$ cat src/rtl/cmp_seq.sv
// Iterative wide-word magnitude comparator: walks 4-bit slices MSB first and
// continues the big/equal/small cascade from a seed supplied by a more-significant stage.
module cmp_seq #(
  parameter int WIDTH      = 16,
  parameter bit EARLY_EXIT = 1'b1
) (
  input  logic             sys_clk,
  input  logic             sys_rst_n,
  input  logic             in_valid,
  output logic             in_ready,
  input  logic [WIDTH-1:0] a,
  input  logic [WIDTH-1:0] b,
  input  logic             fi_big,
  input  logic             fi_equal,
  input  logic             fi_small,
  output logic             out_valid,
  input  logic             out_ready,
  output logic             fo_big,
  output logic             fo_equal,
  output logic             fo_small,
  output logic             busy
);

  localparam int SLICES = WIDTH / 4;
  localparam int KW     = (SLICES > 1) ? $clog2(SLICES) : 1;
  localparam logic [KW-1:0] K_LAST = KW'(SLICES - 1);

  typedef enum logic [1:0] {S_IDLE, S_CMP, S_DONE} state_t;
  typedef enum logic [1:0] {R_EQ, R_BIG, R_SMALL} rel_t;

  state_t           state_reg;
  rel_t             rel_reg;
  rel_t             rel_next;
  rel_t             seed_rel;
  logic [KW-1:0]    k_reg;
  logic [WIDTH-1:0] a_reg;
  logic [WIDTH-1:0] b_reg;
  logic [2:0]       fo_reg;
  logic             out_valid_reg;
  logic             in_ready_reg;
  logic             busy_reg;
  logic             cmp_finish;

  logic [3:0] a_slice [SLICES];
  logic [3:0] b_slice [SLICES];

  // Slice 0 is the most-significant nibble.
  for (genvar gi = 0; gi < SLICES; gi++) begin : g_slice
    assign a_slice[gi] = a_reg[WIDTH-1-4*gi -: 4];
    assign b_slice[gi] = b_reg[WIDTH-1-4*gi -: 4];
  end

  function automatic logic [2:0] rel_to_fo(input rel_t r);
    case (r)
      R_BIG:   rel_to_fo = 3'b100;
      R_SMALL: rel_to_fo = 3'b001;
      default: rel_to_fo = 3'b010;
    endcase
  endfunction

  // Conflicting seed flags resolve big first, then small; none set means equal.
  always_comb begin
    seed_rel = R_EQ;
    if (fi_big)
      seed_rel = R_BIG;
    else if (fi_small)
      seed_rel = R_SMALL;
  end

  always_comb begin
    rel_next = rel_reg;
    if (rel_reg == R_EQ) begin
      if (a_slice[k_reg] > b_slice[k_reg])
        rel_next = R_BIG;
      else if (a_slice[k_reg] < b_slice[k_reg])
        rel_next = R_SMALL;
    end
  end

  assign cmp_finish = (k_reg == K_LAST) || (EARLY_EXIT && (rel_next != R_EQ));

  always_ff @(posedge sys_clk or negedge sys_rst_n) begin
    if (!sys_rst_n) begin
      state_reg     <= S_IDLE;
      rel_reg       <= R_EQ;
      k_reg         <= '0;
      a_reg         <= '0;
      b_reg         <= '0;
      fo_reg        <= 3'b000;
      out_valid_reg <= 1'b0;
      in_ready_reg  <= 1'b1;
      busy_reg      <= 1'b0;
    end else begin
      case (state_reg)
        S_IDLE: begin
          if (in_valid) begin
            a_reg        <= a;
            b_reg        <= b;
            rel_reg      <= seed_rel;
            k_reg        <= '0;
            in_ready_reg <= 1'b0;
            busy_reg     <= 1'b1;
            if (EARLY_EXIT && (seed_rel != R_EQ)) begin
              state_reg     <= S_DONE;
              out_valid_reg <= 1'b1;
              fo_reg        <= rel_to_fo(seed_rel);
            end else begin
              state_reg <= S_CMP;
            end
          end
        end
        S_CMP: begin
          rel_reg <= rel_next;
          if (cmp_finish) begin
            state_reg     <= S_DONE;
            out_valid_reg <= 1'b1;
            fo_reg        <= rel_to_fo(rel_next);
          end else begin
            k_reg <= k_reg + 1'b1;
          end
        end
        S_DONE: begin
          if (out_ready) begin
            state_reg     <= S_IDLE;
            out_valid_reg <= 1'b0;
            in_ready_reg  <= 1'b1;
            busy_reg      <= 1'b0;
          end
        end
        default: state_reg <= S_IDLE;
      endcase
    end
  end

  assign in_ready  = in_ready_reg;
  assign out_valid = out_valid_reg;
  assign busy      = busy_reg;
  assign fo_big    = fo_reg[2];
  assign fo_equal  = fo_reg[1];
  assign fo_small  = fo_reg[0];

endmodule

$ cat config.mk
export PLATFORM = sky130hd
export DESIGN_NAME = cmp_seq
export DESIGN_NICKNAME = d
export VERILOG_FILES = /design/src/rtl/cmp_seq.sv
export SDC_FILE = /design/constraint.sdc
export NUM_CORES = 1
export LEC_CHECK = 0
export BUFFER_PORTS_ARGS = -buffer_cell sky130_fd_sc_hd__buf_2
export CAP_MARGIN = 10
export CORE_MARGIN = 1
export CORE_UTILIZATION = 58
export DETAILED_ROUTE_END_ITERATION = 7
export PLACE_DENSITY_LB_ADDON = 0.15
export SLEW_MARGIN = 20
export SYNTH_ARGS = -nofsm -noshare
export SYNTH_HDL_FRONTEND = slang
export SYNTH_SLANG_ARGS = --single-unit
$ cat constraint.sdc
create_clock -name sys_clk -period 8.25 [get_ports sys_clk]
set_input_delay 0.825 -clock sys_clk [delete_from_list [all_inputs] [get_ports sys_clk]]
set_output_delay 0.825 -clock sys_clk [all_outputs]
set_load 0.02 [all_outputs]
==> metrics.txt, run 1 <==
number of hold buffers added after cts 0; CTS resizes 0; startpoint types flip-flop; Overflow after GRT 0; first-pass GRT wire length 6596 µm; area grow syn2layout 14.75%; Syn Inst Count 158; RePlAce Congestion 0.7506; synthesized net count 205; final hold violations 0; Synth Area in Compound Gates 7.724%; max-cap violation count 0; Hold WC Path Type reg -> reg; WHS 0.4884 ns; CP Max Fanout 11; Post-Route WL 3682 µm; number of global-route vias before repair 1508; PortBufs 43; Crit path arrival time 3.77 ns; Tcrit/Tclk final 43.51%; Post-Synth Simple-Gate Area 4.994%; Combinational Power Share 32.9%; Tot GR Track Use 22.12%; Fmax achieved 278.6 MHz; Flop pwr share 47.4%; cts bufs inserted 5; TritonCTS Sinks 44; Setup Buffers After CTS 0; Avg Cell Area, Syn 13.64 µm²; Final ANT Viol Nets 0; root buf cell clkbuf_8; Synth Area in Adders 4.646%; Ys Warns 0; Peak supply drop 0.1519 mV; synth unique cells 28; Slew @ Worst Pin 0.9416 ns; Leakage Power 1.129 nW; largest family of logic cells by synthesized area multiplexers; area of the die 3963 µm²; switching share of power 30.60%; ANT cells 0; Final Max Tran Viols 0; largest net degree at the start of global routing 45; PwrDens 276.5 nW/µm²; antenna violations before repair 0; required time of the worst setup path 8.43 ns; Synth Area in XOR/XNOR 0%; min cycle time layout 3.590 ns; crit end category flip-flop; FILL cells 270; type of the worst setup path reg -> reg; Clk pwr share 19.8%; RSZ-0062 raised after global routing false; DRC 0; clk slew on worst S/H paths 0.08 ns; share of cells above drive strength 1 48.28%; top cell type's share of synthesized area 49.94%; synthesis-stage register bit count 44; Synth area leaders dfrtp_1 50%, mux2_2 19%, mux4_2 8.4%; Iteration-0 DRC Markers 77; Design Power 0.6835 mW; FF-to-FF Start k_reg[0]; status finished, final reports clean; initial core utilization 62.60%; worst skew pair latency 0.29 ns; crit path from k_reg[0]; dpl ws 4.658 ns; Core ar. 3442 µm²; Setup TNS Final 0 ns; io pins 45; drt first pass iters 4; Max clock buf depth 2; relative slew slack 37.23%; deepest level of the CTS H-tree 2; Final setup viols 0; WL per Instance 14.79 µm; largest area contributor in the netlist dfrtp_1; Hold Crit Start in_ready; total number of vias 1360; Finished Core Util 71.83%; net switching power 0.2092 mW; Worst Skew 0.009667 ns; Core Rows 21; die width 62.95 µm; portion of netlist area occupied by mux cells 27.18%; register area share after synthesis 51.16%; Post-Syn Area 2155 µm²; Chip Height 62.95 µm; Worst Slack Setup Final 4.660 ns; DPL Wire Length 2660 µm; layout net count 249; internal power 0.4743 mW; routed vias/inst 5.462; CTS tree yes
## stage by stage
| step | cells | instance area [µm²] |
|---|---|---|
| finish | 249 | 2472 |
| global route | 249 | 2472 |
| CTS | 249 | 2472 |
| detailed placement | 241 | 2382 |
| global placement | 241 | 2382 |
| floorplan | 158 | 2155 |
## per-layer routing
layer	vias up	wire length, µm	GRT usage (%)
met4	0	45	9.302
met2	36	1875	38.04
met1	663	1605	25.43
met5	-	0	0
met3	4	156	6.569
li1	657	-	-
## cells in the mapped netlist
master / count
o21ai_0: 6
a32o_1: 1
o21ba_2: 1
o22ai_1: 2
nand2b_1: 2
mux4_2: 8
nor2b_1: 1
dfstp_2: 1
mux2_2: 36
dfrtp_1: 43
ha_1: 8
nand2_1: 12
nor2_1: 1
and2b_1: 1
buf_6: 4
nor3b_2: 1
a21oi_1: 6
a21o_1: 2
nor2b_4: 1
o31ai_1: 1
a31o_1: 2
inv_1: 9
a41oi_1: 1
o21ai_1: 2
buf_2: 2
clkbuf_1: 1
nor4_1: 1
o21bai_1: 2
## cell families after synthesis
kind of cell,count (synthesis)
flops,44
compound gates,26
simple gates,20
buf+inv,16
mux,44
fa+ha+maj,8
## power groups by stage
stage               Sequential [mW]  Combinational (mW)  Clock (mW)
finish                        0.324               0.225       0.135
floorplan                     0.325               0.172           0
detailed placement            0.329               0.227           0
global placement              0.322               0.217           0
CTS                           0.325               0.227       0.141
global route                  0.335               0.249       0.147
## worst max-delay path, cell delays in order, from the launching register on
cell     delay (ns)
dfrtp_1        0.73
mux4_2         0.58
ha_1           0.33
nand2_1        0.06
o21ai_1        0.33
a21oi_1        0.18
ha_1           0.23
nor2b_4        0.14
a21o_1         0.17
a21oi_1        0.33
mux2_2         0.39
## worst paths after layout
path / to / slack (ns) / cells after the start
min: in_ready / 0.49 / 2
max reg2reg: fo_reg[2] / 4.66 / 10
max: fo_reg[2] / 4.66 / 10
max in group asynchronous: b_reg[12] / 6.99 / 1
min reg2reg: in_ready / 0.49 / 2
min in group asynchronous: a_reg[9] / 0.67 / 1
## placed cells by master, fill, tap and decap left out, drive strengths merged
| master | instances |
|---|---|
| mux2 | 36 |
| nor3b | 1 |
| o31ai | 1 |
| and2b | 1 |
| nor4 | 1 |
| buf | 44 |
| dfstp | 1 |
| clkbuf | 8 |
| o21bai | 2 |
| o22ai | 2 |
| a31o | 2 |
| a41oi | 1 |
| nor2 | 1 |
| nor2b | 2 |
| inv | 9 |
| a32o | 1 |
| nand2 | 12 |
| o21ai | 8 |
| o21ba | 1 |
| a21oi | 6 |
| mux4 | 8 |
| nand2b | 2 |
| dfrtp | 43 |
| ha | 8 |
| a21o | 2 |
## area by class of cell
class                   instances  area [µm²]  area share, %
flip-flops and latches         44        1102          44.59
inverters                       9       33.78          1.366
well taps                      46       57.56          2.328
multi-input cells              98       965.9          39.07
clock buffers                   8       90.09          3.644
repair buffers                 44       222.7          9.008
Power figures use the tool's default switching activity.
==> run 2, diff against run 1 <==
--- a/config.mk
+++ b/config.mk
@@ -8,7 +8,7 @@
 export BUFFER_PORTS_ARGS = -buffer_cell sky130_fd_sc_hd__buf_2
 export CAP_MARGIN = 10
 export CORE_MARGIN = 1
-export CORE_UTILIZATION = 58
+export CORE_UTILIZATION = 54
 export DETAILED_ROUTE_END_ITERATION = 7
 export PLACE_DENSITY_LB_ADDON = 0.15
 export SLEW_MARGIN = 20
==> constraint.sdc (replaced) <==
create_clock -name sys_clk -period 3.32 [get_ports sys_clk]
set_input_delay 0.332 -clock sys_clk [delete_from_list [all_inputs] [get_ports sys_clk]]
set_output_delay 0.332 -clock sys_clk [all_outputs]
set_load 0.02 [all_outputs]
==> metrics.txt, run 2 (same netlist as run 1, synthesis figures left out) <==
CTS tree yes; Final ANT Viol Nets 0; Max clock buf depth 2; Worst Slack Setup Final 0.2341 ns; relative slew slack 32.00%; worst skew pair latency 0.30 ns; Fmax achieved 324.1 MHz; switching share of power 28.40%; Clk pwr share 28.7%; Core ar. 3744 µm²; Chip Height 65.17 µm; routed vias/inst 5.512; Combinational Power Share 30.4%; Overflow after GRT 0; CP Max Fanout 5; Iteration-0 DRC Markers 105; Post-Route WL 3906 µm; clk slew on worst S/H paths 0.09 ns; deepest level of the CTS H-tree 2; type of the worst setup path reg -> reg; status finished, final reports clean; root buf cell clkbuf_8; Tcrit/Tclk final 92.95%; Setup Buffers After CTS 0; RePlAce Congestion 0.8174; Hold WC Path Type in -> async; DRC 0; crit end category flip-flop; most frequent cells in the layout 43 x dfrtp_1, 43 x buf_2, 36 x mux2_2; Core Rows 22; initial core utilization 57.55%; PwrDens 758.7 nW/µm²; antenna violations before repair 0; Flop pwr share 40.9%; FF-to-FF path depth 10; Worst Skew 0.01069 ns; drt first pass iters 4; Peak supply drop 0.4075 mV; Final Max Tran Viols 0; total number of vias 1400; PortBufs 43; Setup TNS Final 0 ns; reg-to-reg slack, setup 0.23 ns; net switching power 0.5572 mW; internal power 1.405 mW; max-cap violation count 0; layout net count 252; Slew @ Worst Pin 1.019 ns; first-pass GRT wire length 6699 µm; share of cells above drive strength 1 50.97%; number of global-route vias before repair 1454; ANT cells 0; FF-to-FF Start k_reg[0]; FILL cells 284; io pins 45; cts bufs inserted 5; required time of the worst setup path 3.52 ns; DPL Wire Length 2816 µm; WL per Instance 15.38 µm; die width 65.17 µm; Leakage Power 1.183 nW; area grow syn2layout 20.03%; largest net degree at the start of global routing 45; final hold violations 0; Tot GR Track Use 21.34%; dpl ws 0.07515 ns; RSZ-0062 raised after global routing false; area of the die 4246 µm²; startpoint types flip-flop; Final setup viols 0; TritonCTS Sinks 44; min cycle time layout 3.086 ns; Reg-to-Reg End fo_reg[2]; Crit path arrival time 3.28 ns
==> run 2: cell types whose count changed in the layout (fill, tap and decap cells not counted), sizes merged <==
cell    change
buf         +3
bufinv      +3
clkbuf      -3
==> run 2: how the worst max path moves through the flow <==
stage / startpoint / end / slack, ns / cells past startpoint
6_report: k_reg[0] / fo_reg[2] / 0.23 / 10
5_1_grt: k_reg[0] / fo_reg[2] / 0.05 / 11
4_1_cts: k_reg[0] / fo_reg[2] / 0.04 / 11
3_5_place_dp: k_reg[0] / fo_reg[2] / 0.08 / 11
3_3_place_gp: k_reg[0] / fo_reg[0] / 0.18 / 11
2_1_floorplan: k_reg[0] / fo_reg[0] / 0.20 / 11
==> run 2: area by class of cell <==
class                           count  area, µm²  area share, %
Inverter                            9      33.78          1.306
Clock buffer                        5      68.82          2.661
Tap cell                           48      60.06          2.322
Sequential cell                    44       1102          42.62
Multi-Input combinational cell     98      973.4          37.64
Timing Repair Buffer               47      257.7          9.966
Clock inverter                      3      90.09          3.483
==> run 2: what timing repair did <==
action,CTS,global route
setup endpoints to repair,0,2
gates resized for setup,0,2
hold buffers,0,0
==> run 2: worst max-delay path, cell delays in order, from the launching register on <==
cell     delay, ns
dfrtp_1       0.36
buf_4         0.16
mux4_2        0.50
ha_1          0.34
a41oi_1       0.37
a21oi_1       0.17
ha_1          0.22
nor2b_4       0.12
a21o_1        0.18
a21oi_2       0.19
mux2_2        0.36
==> run 2: power by group through the flow <==
stage	Combinational, mW	Sequential, mW	Clock, mW
global route	0.660	0.826	0.598
finish	0.597	0.802	0.563
floorplan	0.427	0.808	0
detailed placement	0.590	0.815	0
global placement	0.565	0.798	0
CTS	0.596	0.804	0.573
==> run 2: routing by layer <==
metal,track usage [%],share of wire [%],routed length (µm)
met5,0,0,0
met3,6.076,5.8,228
met2,34.41,50,1963
met1,28.30,43,1665
met4,5.707,1.2,48
==> run 2: stage by stage <==
stage	hold WS, ns	utilization [%]	area [µm²]	total power [mW]	instances
2_1_floorplan	0.03641	-	2155	1.234	158
3_3_place_gp	0.4758	64.64	2420	1.363	246
3_5_place_dp	0.4851	64.64	2420	1.406	246
4_1_cts	0.2067	68.88	2579	1.973	254
5_1_grt	0.2386	69.08	2586	2.084	254
6_report	0.1588	69.08	2586	1.962	254
==> run 3, diff against run 2 <==
--- a/config.mk
+++ b/config.mk
@@ -5,11 +5,11 @@
 export SDC_FILE = /design/constraint.sdc
 export NUM_CORES = 1
 export LEC_CHECK = 0
-export BUFFER_PORTS_ARGS = -buffer_cell sky130_fd_sc_hd__buf_2
 export CAP_MARGIN = 10
 export CORE_MARGIN = 1
-export CORE_UTILIZATION = 54
+export CORE_UTILIZATION = 62
 export DETAILED_ROUTE_END_ITERATION = 7
+export DONT_BUFFER_PORTS = 1
 export PLACE_DENSITY_LB_ADDON = 0.15
 export SLEW_MARGIN = 20
 export SYNTH_ARGS = -nofsm -noshare
==> metrics.txt, run 3 (same netlist as run 1, synthesis figures left out) <==
status finished, final reports clean; DRC 0; WP depth 10; Setup TNS Final 0 ns; WL per Instance 16.77 µm; TritonCTS Sinks 44; Chip Height 60.95 µm; Crit path arrival time 3.32 ns; top layer in use met4; most common cell after layout, fill and taps aside dfrtp_1; share of cells above drive strength 1 36.59%; CP max stage cell mux4_2; io pins 45; clk slew on worst S/H paths 0.12 ns; cts bufs inserted 5; worst skew pair latency 0.34 ns; reg-to-reg slack, setup 0.23 ns; RePlAce Congestion 0.7984; initial core utilization 64.57%; Slew @ Worst Pin 0.4507 ns; root buf cell clkbuf_4; FF-to-FF path depth 10; area of the die 3715 µm²; largest net degree at the start of global routing 45; PortBufs 0; PwrDens 700.3 nW/µm²; FILL cells 267; critical path's largest stage delay 0.50 ns; required time of the worst setup path 3.56 ns; total number of vias 1257; Overflow after GRT 0; RSZ-0062 raised after global routing false; CP most frequent cell ha_1; multi-input logic area 973.4 µm²; layout net count 210; Final Max Tran Viols 0; Core Rows 21; Final setup viols 0; relative slew slack 69.95%; met2 wire len 1838 µm; Metal-1 WL 1432 µm; Core ar. 3337 µm²; Reg-to-Reg End fo_reg[0]; type of the worst setup path reg -> reg; Leakage Power 0.9734 nW; Peak supply drop 0.4412 mV; area grow syn2layout 6.330%; CTS tree yes; max-cap violation count 0; final hold violations 0; kind of cell adding the most delay to the critical path compound AO/OA/AOI/OAI gates; min cycle time layout 3.086 ns; crit end category flip-flop; Fmax achieved 324.0 MHz; first-pass GRT wire length 5837 µm; Iteration-0 DRC Markers 40; startpoint types flip-flop; most frequent cells in the layout 43 x dfrtp_1, 36 x mux2_2, 12 x nand2_1; deepest level of the CTS H-tree 2; Post-Route WL 3521 µm; CP Cell Sequence buf_12, mux4_2, ha_1, a41oi_1, a21oi_1, ha_1, nor2b_4, a21o_1, a21oi_2, mux2_2; Tcrit/Tclk final 92.96%; CP Max Fanout 11; Hold Path Cell Cnt 3; wire length on met3 206 µm; drt first pass iters 4; antenna violations before repair 0; DPL Wire Length 2562 µm; Worst Skew 0.009773 ns; register area 1102 µm²; Worst Hold Path EP state_reg[0]; Max clock buf depth 2; die width 60.95 µm; routed vias/inst 5.986; ANT cells 0; WP buf/inv 1; Hold WC Path Type in -> reg; Final ANT Viol Nets 0; number of global-route vias before repair 1335; placed insts 200; Hold Crit Start fi_small; FF-to-FF Start k_reg[0]; Tot GR Track Use 22.71%; non-filler cells in the finished layout 210; WHS 0.1289 ns
-- run 3: cell count changes in the layout (fill, tap and decap cells not counted) --
cell,delta
buf_2,-43
clkbuf_4,+5
clkbuf_8,-4
bufinv_16,-3
clkbuf_1,+2
buf_12,+1
buf_4,-1
dlygate4sd3_1,+1
-- run 3: layout make-up --
class / instances / area share [%]
sequential: 44 / 48.12
clock buffer: 8 / 2.567
multi-input combinational: 98 / 42.49
inverter: 9 / 1.475
tap: 46 / 2.512
timing repair buffer: 5 / 2.840
-- run 3: how the worst max path moves through the flow --
stage	from	end	slack, ns
2_1_floorplan	k_reg[0]	fo_reg[0]	0.20
4_1_cts	k_reg[0]	fo_reg[0]	0.04
5_1_grt	k_reg[0]	fo_reg[2]	0.12
6_report	k_reg[0]	fo_reg[0]	0.23
3_5_place_dp	k_reg[0]	fo_reg[0]	0.06
3_3_place_gp	k_reg[0]	fo_reg[2]	0.16
-- run 3: worst min-delay path, stage by stage --
cell and delay (ns):
nor2_1 0.02, nand2_1 0.05, nand2_1 0.05
-- run 3: where the power goes --
group,switching [mW],internal (mW),total (mW)
logic,0.219,0.293,0.512
registers,0.132,0.702,0.834
clock network,0.154,0.105,0.259
-- run 3: routing by layer --
layer | vias to the layer above | GRT usage [%]
met5 | - | 0
met4 | 0 | 6.818
met3 | 6 | 8.316
met2 | 40 | 40.66
met1 | 631 | 25.29
li1 | 580 | -
-- run 3: through the flow --
stage | total power [mW] | utilization (%) | setup WS, ns | area [µm²]
finish | 1.604 | 68.65 | 0.2338 | 2291
global route | 1.728 | 68.65 | 0.1203 | 2291
CTS | 1.617 | 68.43 | 0.03707 | 2283
detailed placement | 1.341 | 65.77 | 0.05593 | 2195
global placement | 1.300 | 65.77 | 0.1627 | 2195
floorplan | 1.234 | - | 0.2043 | 2155
-- run 3: timing repair --
item | in CTS | in global routing
setup buffers | 0 | 0
hold endpoints to repair | 44 | 0
resized for setup | 0 | 2
setup endpoints to repair | 0 | 2
hold buffers | 2 | 0
